$ cat src/rtl/timer_pkg.sv
// Shared definitions for the timer peripheral: control-word bit map and decoded view.
// Imported by timer and timer_prescaler (prescaler enabled by TIMER_PRESCALER_EN).
package timer_pkg;

  localparam int CTRL_EN       = 0;
  localparam int CTRL_LOAD     = 1;
  localparam int CTRL_RELOAD   = 2;
  localparam int CTRL_IE       = 3;
  localparam int CTRL_PSEL_LSB = 4;
  localparam int CTRL_PSEL_W   = 3;
  localparam int CTRL_RSVD     = 7;

  typedef struct packed {
    logic                   rsvd;
    logic [CTRL_PSEL_W-1:0] psel;
    logic                   ie;
    logic                   reload;
    logic                   load;
    logic                   en;
  } ctrl_t;

  // Field-by-field decode so the struct layout never silently drifts from the bit map.
  function automatic ctrl_t decode_ctrl(input logic [7:0] raw);
    ctrl_t c;
    c.en     = raw[CTRL_EN];
    c.load   = raw[CTRL_LOAD];
    c.reload = raw[CTRL_RELOAD];
    c.ie     = raw[CTRL_IE];
    c.psel   = raw[CTRL_PSEL_LSB +: CTRL_PSEL_W];
    c.rsvd   = raw[CTRL_RSVD];
    return c;
  endfunction

endpackage

$ cat src/rtl/timer_prescaler.sv
// Prescaler producing a one-cycle tick every 2^(psel*PSEL_STEP) enabled cycles.
// Only instantiated when TIMER_PRESCALER_EN is defined.
module timer_prescaler
  import timer_pkg::*;
#(
  parameter int PSEL_STEP = 3
) (
  input  logic                   clk,
  input  logic                   rst_n,
  input  logic                   en,
  input  logic                   clr,
  input  logic [CTRL_PSEL_W-1:0] psel,
  output logic                   tick
);

  localparam int PW = 7 * PSEL_STEP;

  logic [PW-1:0] cnt_q, cnt_d;
  logic [PW:0]   span;
  logic [PW-1:0] limit;

  // '>=' rather than '==' so a PSEL decrease with a larger residual count ticks
  // immediately instead of running all the way round the counter.
  always_comb begin
    span  = (PW+1)'(1) << (psel * PSEL_STEP);
    limit = PW'(span - 1'b1);
    tick  = en & ~clr & (cnt_q >= limit);
    cnt_d = cnt_q;
    if (clr) begin
      cnt_d = '0;
    end else if (tick) begin
      cnt_d = '0;
    end else if (en) begin
      cnt_d = cnt_q + 1'b1;
    end
  end

  always_ff @(posedge clk or negedge rst_n) begin
    if (!rst_n) begin
      cnt_q <= '0;
    end else begin
      cnt_q <= cnt_d;
    end
  end

endmodule

$ cat src/rtl/timer.sv
// Programmable down-counting timer with one-cycle expiry interrupt pulse.
// Define TIMER_PRESCALER_EN to add the PSEL-driven prescaler; otherwise EN ticks every cycle.
module timer
  import timer_pkg::*;
#(
  parameter int WIDTH     = 8,
  parameter int PSEL_STEP = 3
) (
  input  logic             clk,
  input  logic             rst_n,
  input  logic [7:0]       ctrl,
  input  logic [WIDTH-1:0] set,
  output logic [WIDTH-1:0] read,
  output logic             irq
);

  localparam logic [WIDTH-1:0] ONE = WIDTH'(1);

  ctrl_t            c;
  logic             tick;
  logic [WIDTH-1:0] count_q, count_d;
  logic             irq_q, irq_d;
  logic             unused_cfg;

  assign c = decode_ctrl(ctrl);

`ifdef TIMER_PRESCALER_EN
  timer_prescaler #(
    .PSEL_STEP (PSEL_STEP)
  ) u_prescaler (
    .clk   (clk),
    .rst_n (rst_n),
    .en    (c.en),
    .clr   (c.load),
    .psel  (c.psel),
    .tick  (tick)
  );
  assign unused_cfg = c.rsvd;
`else
  assign tick       = c.en;
  assign unused_cfg = ^{c.rsvd, c.psel, PSEL_STEP[0]};
`endif

  // LOAD wins over any tick; irq is a pulse, so it defaults low every cycle.
  always_comb begin
    count_d = count_q;
    irq_d   = 1'b0;
    if (c.load) begin
      count_d = set;
    end else if (tick) begin
      if (count_q > ONE) begin
        count_d = count_q - ONE;
      end else if (count_q == ONE) begin
        irq_d   = c.ie;
        count_d = c.reload ? set : '0;
      end else if (c.reload) begin
        count_d = set;
      end
    end
  end

  always_ff @(posedge clk or negedge rst_n) begin
    if (!rst_n) begin
      count_q <= '0;
      irq_q   <= 1'b0;
    end else begin
      count_q <= count_d;
      irq_q   <= irq_d;
    end
  end

  assign read = count_q;
  assign irq  = irq_q;

endmodule

$ cat config.mk
export PLATFORM = sky130hd
export DESIGN_NAME = timer
export DESIGN_NICKNAME = d
export VERILOG_FILES = /design/src/rtl/timer_pkg.sv /design/src/rtl/timer_prescaler.sv /design/src/rtl/timer.sv
export SDC_FILE = /design/constraint.sdc
export NUM_CORES = 1
export LEC_CHECK = 0
export BUFFER_PORTS_ARGS = -buffer_cell sky130_fd_sc_hd__buf_2
export CORE_ASPECT_RATIO = 1.2
export CORE_MARGIN = 2
export CORE_UTILIZATION = 35
export CTS_CLUSTER_SIZE = 40
export DETAILED_ROUTE_END_ITERATION = 8
export PLACE_DENSITY = 0.59
export SLEW_MARGIN = 10
export SYNTH_ARGS = -nofsm -noshare
export SYNTH_HDL_FRONTEND = slang
export SYNTH_SLANG_ARGS = --single-unit
$ cat constraint.sdc
create_clock -name clk -period 1.8 [get_ports clk]
set_input_delay 0.18 -clock clk [delete_from_list [all_inputs] [get_ports clk]]
set_output_delay 0.18 -clock clk [all_outputs]
set_load 0.01 [all_outputs]
### Yosys cells after proc, flatten, opt, wreduce, memory -nomap -nowiden

Cells that the tools add are included.

* bits in registers: 9
* input bits: 18

* add/subtract/negate cells: 1
* magnitude comparators: 1
* equality and inequality tests: 1
* muxes and demuxes: 10
* reduce and logical (&&, ||, !) cells: 3

Operators by type and width (count)
* 2-to-1 mux 8 bit: 6
* == test 8 x 1 -> 1 bit, second input constant: 1
* > comparator 8 x 1 -> 1 bit, second input constant: 1
* subtractor 8 x 1 -> 8 bit, second input constant: 1
* 2-to-1 mux 1 bit: 4
* nonzero test 4 bit: 1
* AND reduction 2 bit: 1
* nonzero test 2 bit: 1

### Longest topological paths before layout

Gate-level depths: netlist of the first run.

* depth in word-level cells: 5
* mapped depth: 8
* depth with buffers taken out: 6

### Least setup slack after synthesis of the first run

No wires, ideal clock.

* path kind: reg-to-reg
* start: register count_q[5] (netlist: read[5])
* end: register count_q[3] (netlist: read[3])
* library setup time: 0.066 ns
* arrival: 1.762 ns
* required time: 1.734 ns
* path slack: -0.028 ns
* cell stages (with the launch flop): 5
* period minus slack after synthesis: 1.828 ns
* cells stage by stage: dfrtp_1 -> or4_4 -> o41ai_4 -> a22o_1 -> a22o_1

* longest elaborated chain between the ends: 5
* elaborated cells on any way between the ends: 8

Ends and longest elaborated chain
* from (decl): line timer.sv:21 `logic [WIDTH-1:0] count_q, count_d;`
* from (signal assigned): line timer.sv:67 `count_q <= count_d;`
* parallel branches: the longest is 5 deep, another holds > comparator 8 x 1 -> 1 bit

Several ways; the timed one is not identified. The select of a mux whose other input is x is not followed.
A chain may end at the register's enable or synchronous reset.

### Worst setup path in the final report of the first run

* start: register count_q[0] (netlist: read[0])
* end: register count_q[5] (netlist: read[5])

* longest elaborated chain between the ends: 5
* elaborated cells on any way between the ends: 9

Ends and longest elaborated chain
* parallel branches: the longest is 5 deep, another holds subtractor 8 x 1 -> 8 bit

Several ways; the timed one is not identified. The select of a mux whose other input is x is not followed.

==> results of run 1 <==
## cells by family (layout without fill, tap and decap cells)
| logic type | Yosys count | count (layout) | synth area share |
|---|---|---|---|
| buffers and inverters | 8 | 54 | 0.0691 |
| flip-flops | 9 | 9 | 0.327 |
| AND/OR/NAND/NOR | 25 | 25 | 0.207 |
| AO/OA/AOI/OAI | 30 | 30 | 0.345 |
| multiplexers | 1 | 1 | 0.0145 |
| adder cells (fa/ha/maj) | 2 | 2 | 0.0364 |
## placed cells by master, fill, tap and decap left out, types with 2 or more instances in the layout
master and instances:
nor3_1 2, a31oi_1 3, nand4_1 2, o21ai_0 5, a21oi_1 4, nor2_1 7, clkbuf_4 3, nand3_1 2
nand2_1 3, buf_2 22, inv_2 2, a22o_1 5, nor4_1 3, ha_4 2, inv_1 2, dfrtp_1 7
dfrtp_2 2, o2bb2ai_2 3, buf_4 23
## flip-flops by register name, summed over array words and instances (netlist names)
register	count
irq	1
read	8
## area by class of cell
class                   count  area share
clock buffers               4      0.0245
inverters                   4      0.0140
multi-input cells          58       0.453
flip-flops and latches      9       0.213
well taps                  19      0.0222
repair buffers             46       0.273
## repair_timing
action	CTS	global route
pin swaps	1	3
endpoints found under the hold margin	9	0
endpoints found under the setup margin	6	8
hold buffers	1	0
setup buffers	0	1
resized for setup	5	7
## path summary, 6_finish.rpt
path | from | endpoint | slack [ps] | cells after the start
min in group asynchronous | rst_n | read[0] | 310 | 2
max | read[0] | read[5] | 40 | 6
min reg2reg | read[3] | irq | 610 | 2
max in group asynchronous | rst_n | read[4] | 1270 | 2
min | ctrl[3] | irq | 190 | 3
max reg2reg | read[0] | read[5] | 40 | 6
## critical path: cells and delay by family, from the launching register on
family / cells / cell delay, ps
buffers and inverters: 1 / 80
AO/OA/AOI/OAI: 3 / 670
AND/OR/NAND/NOR: 1 / 320
adder cells (fa/ha/maj): 1 / 180
flip-flops: 1 / 430
## power groups by stage
stage / combinational, W / clock, W / sequential (W)
floorplan: 0.000194 / 0 / 0.000303
global placement: 0.000418 / 0 / 0.000265
detailed placement: 0.000423 / 0 / 0.000267
CTS: 0.000444 / 0.000168 / 0.000265
global route: 0.000514 / 0.000189 / 0.000270
finish: 0.000473 / 0.000166 / 0.000266
## stage by stage
step                hold WS (ps)  utilization  cells  worst slack (ps)
CTS                          179        0.554    139              12.0
finish                       187        0.579    140              41.8
global placement            47.2        0.521    134             -29.5
floorplan                   -116            -     75             -11.5
detailed placement          56.1        0.521    134             -22.7
global route                 174        0.579    140             -36.6
## per-layer routing
layer | track usage | part of all wire
met2 | 0.285 | 0.47
met1 | 0.255 | 0.48
met3 | 0.0241 | 0.034
met4 | 0.106 | 0.018
met5 | 0 | 0
==> flow_summary.toml, run 1 <==
[die]
num_rows = 17
chipHeight_um = 52.6
coreArea_sq_um = 1850
dieWidth_um = 44.5
start_util = 0.372
io_pins = 27
die_area_sq_um = 2340

[flow_run]
cap_violations = 0

[clocking]
clk_transition_reported_paths_ps = 70
cts_root_buf = "clkbuf_4"
h-tree-depth = 1
cts_tree = "yes"
cts_buffers = 3
clk_path_buf_depth = 2
clk_latency_ps = 270
cts_sinks = 9

[power_and_ir_drop]
finalPower_w = 0.000904
leakage_nw = 0.498
ir_drop_v = 0.000492
clkPwrFrac = 0.183
p_sw_w = 0.000344
combPwrFrac = 0.523
p_int_w = 0.000560
power_density_nw_per_um2 = 844
sw_frac_of_total = 0.380
power_frac_seq = 0.294

[cells_and_area]
n_fill_cell = 178
seq_area_sq_um = 228
area_delta_synth_final_pct = 55.6
multiInputGateArea_sq_um = 485
nNetsFinal = 142
drive_gt1_frac = 0.554
final_area_sq_um = 1070
diodes = 0

[grt]
grt_pass1_wl_um = 3170
track_usage = 0.189
grt_max_degree = 13
grt_pass1_vias = 696
antenna_found_initial = 0
grt-ovfl-total = 0

[run_status]
status = "finished, final reports clean"

[setup_path]
critPathMaxFanout = 5
cp.arrival_ps = 1960
required_ps = 2000
critPathSlowestCell = "dfrtp_1"
cp-start-kind = "flop"
slowest_delay_ps = 430
critPathKind = "flop to flop"
critical_path.endpoint_type = "flop"
path_cells = "inv_2 > ha_4 > or2_2 > a31oi_2 > a32o_1 > a22o_1"

[timing]
period_share = 0.977
fin_setup_tns_ps = 0
slew_headroom = 0.743
min_period_ps = 1760
rsz0062_at_grt = "true"
clock-skew-final_ps = 5.50
finalHoldViolCount = 0
worst_pin_slew_ps = 384
setup_viol = 0
slew_viol_final = 0
fmax_ghz = 0.569

[synthesis]
synth-main-ff-cell = "dfrtp_1"
syn_nets = 95
yosys_warnings = 0
synthTopCellsByArea = "dfrtp_1, a22o_1, o41ai_4"
yosysUniqueCellTypes = 33
synth-seq-cells = 9
synth-edff-count = 0
synth_area_sq_um = 688
synthTopCellsByCount = "dfrtp_1, nor2_1, a22o_1, o21ai_0"
synth_cells = 75
synth.most_common_cell = "dfrtp_1"
yosysTopAreaCell = "dfrtp_1"
ys_seq_area_frac = 0.327
async_flop_share = 1.00
yosysTopAreaCellShare = 0.327
syn_avg_cell_area_sq_um = 9.18

[worst_hold_path]
hp-class = "primary input to flop"

[placed_design]
hpwl_um = 1530
dpl_cell_area_sq_um = 963
gp_congestion = 0.853
io_buffers = 22

[routing]
final_antenna_net_count = 0
drc = 0
vias = 788
dr.pass1.iters = 4
drt_iter0_drc = 12
wl_per_cell_um = 14.2
vias_per_cell = 5.63
routed_wl_um = 1990
No activity file was read; power rests on OpenSTA's default activity.
==> run 2: changes to the inputs <==
--- a/config.mk
+++ b/config.mk
@@ -5,14 +5,16 @@
 export SDC_FILE = /design/constraint.sdc
 export NUM_CORES = 1
 export LEC_CHECK = 0
+export ABC_AREA = 1
 export BUFFER_PORTS_ARGS = -buffer_cell sky130_fd_sc_hd__buf_2
 export CORE_ASPECT_RATIO = 1.2
 export CORE_MARGIN = 2
 export CORE_UTILIZATION = 35
 export CTS_CLUSTER_SIZE = 40
 export DETAILED_ROUTE_END_ITERATION = 8
-export PLACE_DENSITY = 0.59
-export SLEW_MARGIN = 10
+export PLACE_DENSITY = 0.58
+export SKIP_CTS_REPAIR_TIMING = 1
+export SLEW_MARGIN = 20
 export SYNTH_ARGS = -nofsm -noshare
 export SYNTH_HDL_FRONTEND = slang
 export SYNTH_SLANG_ARGS = --single-unit
==> run 2 against run 1 <==
Sequential power increased by 11%. Hold slack got worse by 43 ps. Sequential share of layout area up 3.6 points. Register-to-register slack improved by 190 ps. Clock power increased by 3%.
==> flow_summary.toml, run 2 <==
[grt]
met3_usage = 0.0201
grt_max_degree = 11
antenna_found_initial = 0
grt_use_met2 = 0.286
grtUsageMet1 = 0.193
top_usage_layer = "met2"
track_usage = 0.166
grt_pass1_vias = 718
grt_pass1_wl_um = 2900
grt-ovfl-total = 0

[routing]
wl_per_cell_um = 11.1
routed_wl_um = 1800
drc = 0
dr.pass1.iters = 4
vias_per_cell = 4.94
vias = 806
drt_iter0_drc = 8
final_antenna_net_count = 0

[synthesis]
syn_avg_cell_area_sq_um = 6.32
yosys_warnings = 0
synthTopCellsByArea = "dfrtp_1, nand2_1, nand3_1"
synth.most_common_cell = "nand2_1"
synth_area_sq_um = 727
syn_nets = 135
yosysUniqueCellTypes = 15
synth-seq-cells = 9
async_flop_share = 1.00
synthTopCellsByCount = "nand2_1, nand3_1, dfrtp_1, inv_1, nor2_1"
synth_cells = 115
yosysTopAreaCellShare = 0.310
synth-edff-count = 0
yosysTopAreaCell = "dfrtp_1"
synth-main-ff-cell = "dfrtp_1"
ys_seq_area_frac = 0.310

[clocking]
h-tree-depth = 1
clk_path_buf_depth = 2
cts_tree = "yes"
cts_buffers = 3
cts_sinks = 9
clk_latency_ps = 270
cts_root_buf = "clkbuf_4"
clk_transition_reported_paths_ps = 70

[power_and_ir_drop]
ir_drop_v = 0.000517
leakage_nw = 0.541
power_density_nw_per_um2 = 949

[die]
start_util = 0.363
num_rows = 18
chipHeight_um = 53.9
die_area_sq_um = 2460
dieWidth_um = 45.6
io_pins = 27
coreArea_sq_um = 2000

[setup_path]
cp-start-kind = "flop"
critPathMaxFanout = 8
critPathKind = "flop to flop"
ff2ff_setup_slack_ps = 240
cp.arrival_ps = 1780
required_ps = 2010
critical_path.endpoint_type = "flop"

[cells_and_area]
drive_gt1_frac = 0.294
layout.cells.most_common = "nand2_1"
final_cell_mix = "nand2_1, buf_2, nand3_1, inv_1, dfrtp_1"
nNetsFinal = 164
diodes = 0
final_area_sq_um = 906
largest_reg_flops = 8
area_delta_synth_final_pct = 24.6

[timing]
rsz0062_at_grt = "false"
worst_pin_slew_ps = 257
finalWorstSetupSlack_ps = 236
slew_headroom = 0.828
setup_viol = 0
finalHoldViolCount = 0
fin_hold_ws_ps = 144
fmax_ghz = 0.639
min_period_ps = 1560
slew_viol_final = 0
period_share = 0.869
fin_setup_tns_ps = 0
clock-skew-final_ps = 3.06

[placed_design]
io_buffers = 22
hpwl_um = 1370
dp_worst_setup_slack_ps = 251
gp_congestion = 0.818
dpl_cell_area_sq_um = 870

[flow_run]
cap_violations = 0

[run_status]
status = "finished, final reports clean"

[worst_hold_path]
hp-class = "primary input to flop"
run 2: changes by cell type after synthesis, sizes merged, moves of 5 or more:
cell,before,now
nand2,3,60
a22o,5,0
inv,4,12
nand3,2,15
run 2: worst paths after layout:
| path | start | to | cells past startpoint |
|---|---|---|---|
| worst max-delay path | read[0] | read[4] | 10 |
| worst min-delay path | ctrl[3] | irq | 3 |
| worst max register to register | read[0] | read[4] | 10 |
| worst min register to register | read[1] | read[1] | 2 |
| max in group asynchronous | rst_n | read[1] | 2 |
| min in group asynchronous | rst_n | irq | 2 |
run 2: critical path, stage by stage (launching register included):
cell	delay, ps
dfrtp_1	410
inv_1	110
ha_1	230
nand2_1	90
nor2_1	120
nand2_1	80
nand3_2	190
nand3_1	100
nand2_1	70
nand2_1	50
nand2_1	50
run 2: metal layers:
layer,routed length [um],part of all wire,up-vias
met4,44,0.024,0
met1,764,0.42,368
li1,-,-,413
met2,919,0.51,20
met3,74,0.041,5
met5,0,0,-
run 2: area by class of cell:
cell class              instances  area [sq um]
repair buffers                 24           128
well taps                      20          25.0
multi-input cells              93           448
flip-flops and latches          9           225
clock buffers                   4          26.3
inverters                      13          53.8
fillers                       208          1100
run 2: report_power, final:
part           internal, W  switching, W
Sequential        0.000244     0.0000512
Clock            0.0000860     0.0000847
Combinational     0.000150      0.000244
Total             0.000480      0.000380
run 2: kinds of logic (layout without fill, tap and decap cells):
family                     Yosys count  after routing  synth area share
DFF                                  9              9             0.310
adders and majority gates            2              2            0.0344
xor gates and xnor gates             1              1            0.0121
buffers and inverters               13             41            0.0740
and+or+nand+nor                     86             86             0.542
AOI/OAI and AO/OA                    4              4            0.0275
run 2: per-stage QoR:
stage	power, W	utilization	instances
6_report	0.000860	0.452	163
5_1_grt	0.000931	0.452	163
2_1_floorplan	0.000565	-	115
3_3_place_gp	0.000686	0.434	158
4_1_cts	0.000866	0.447	162
3_5_place_dp	0.000694	0.434	158
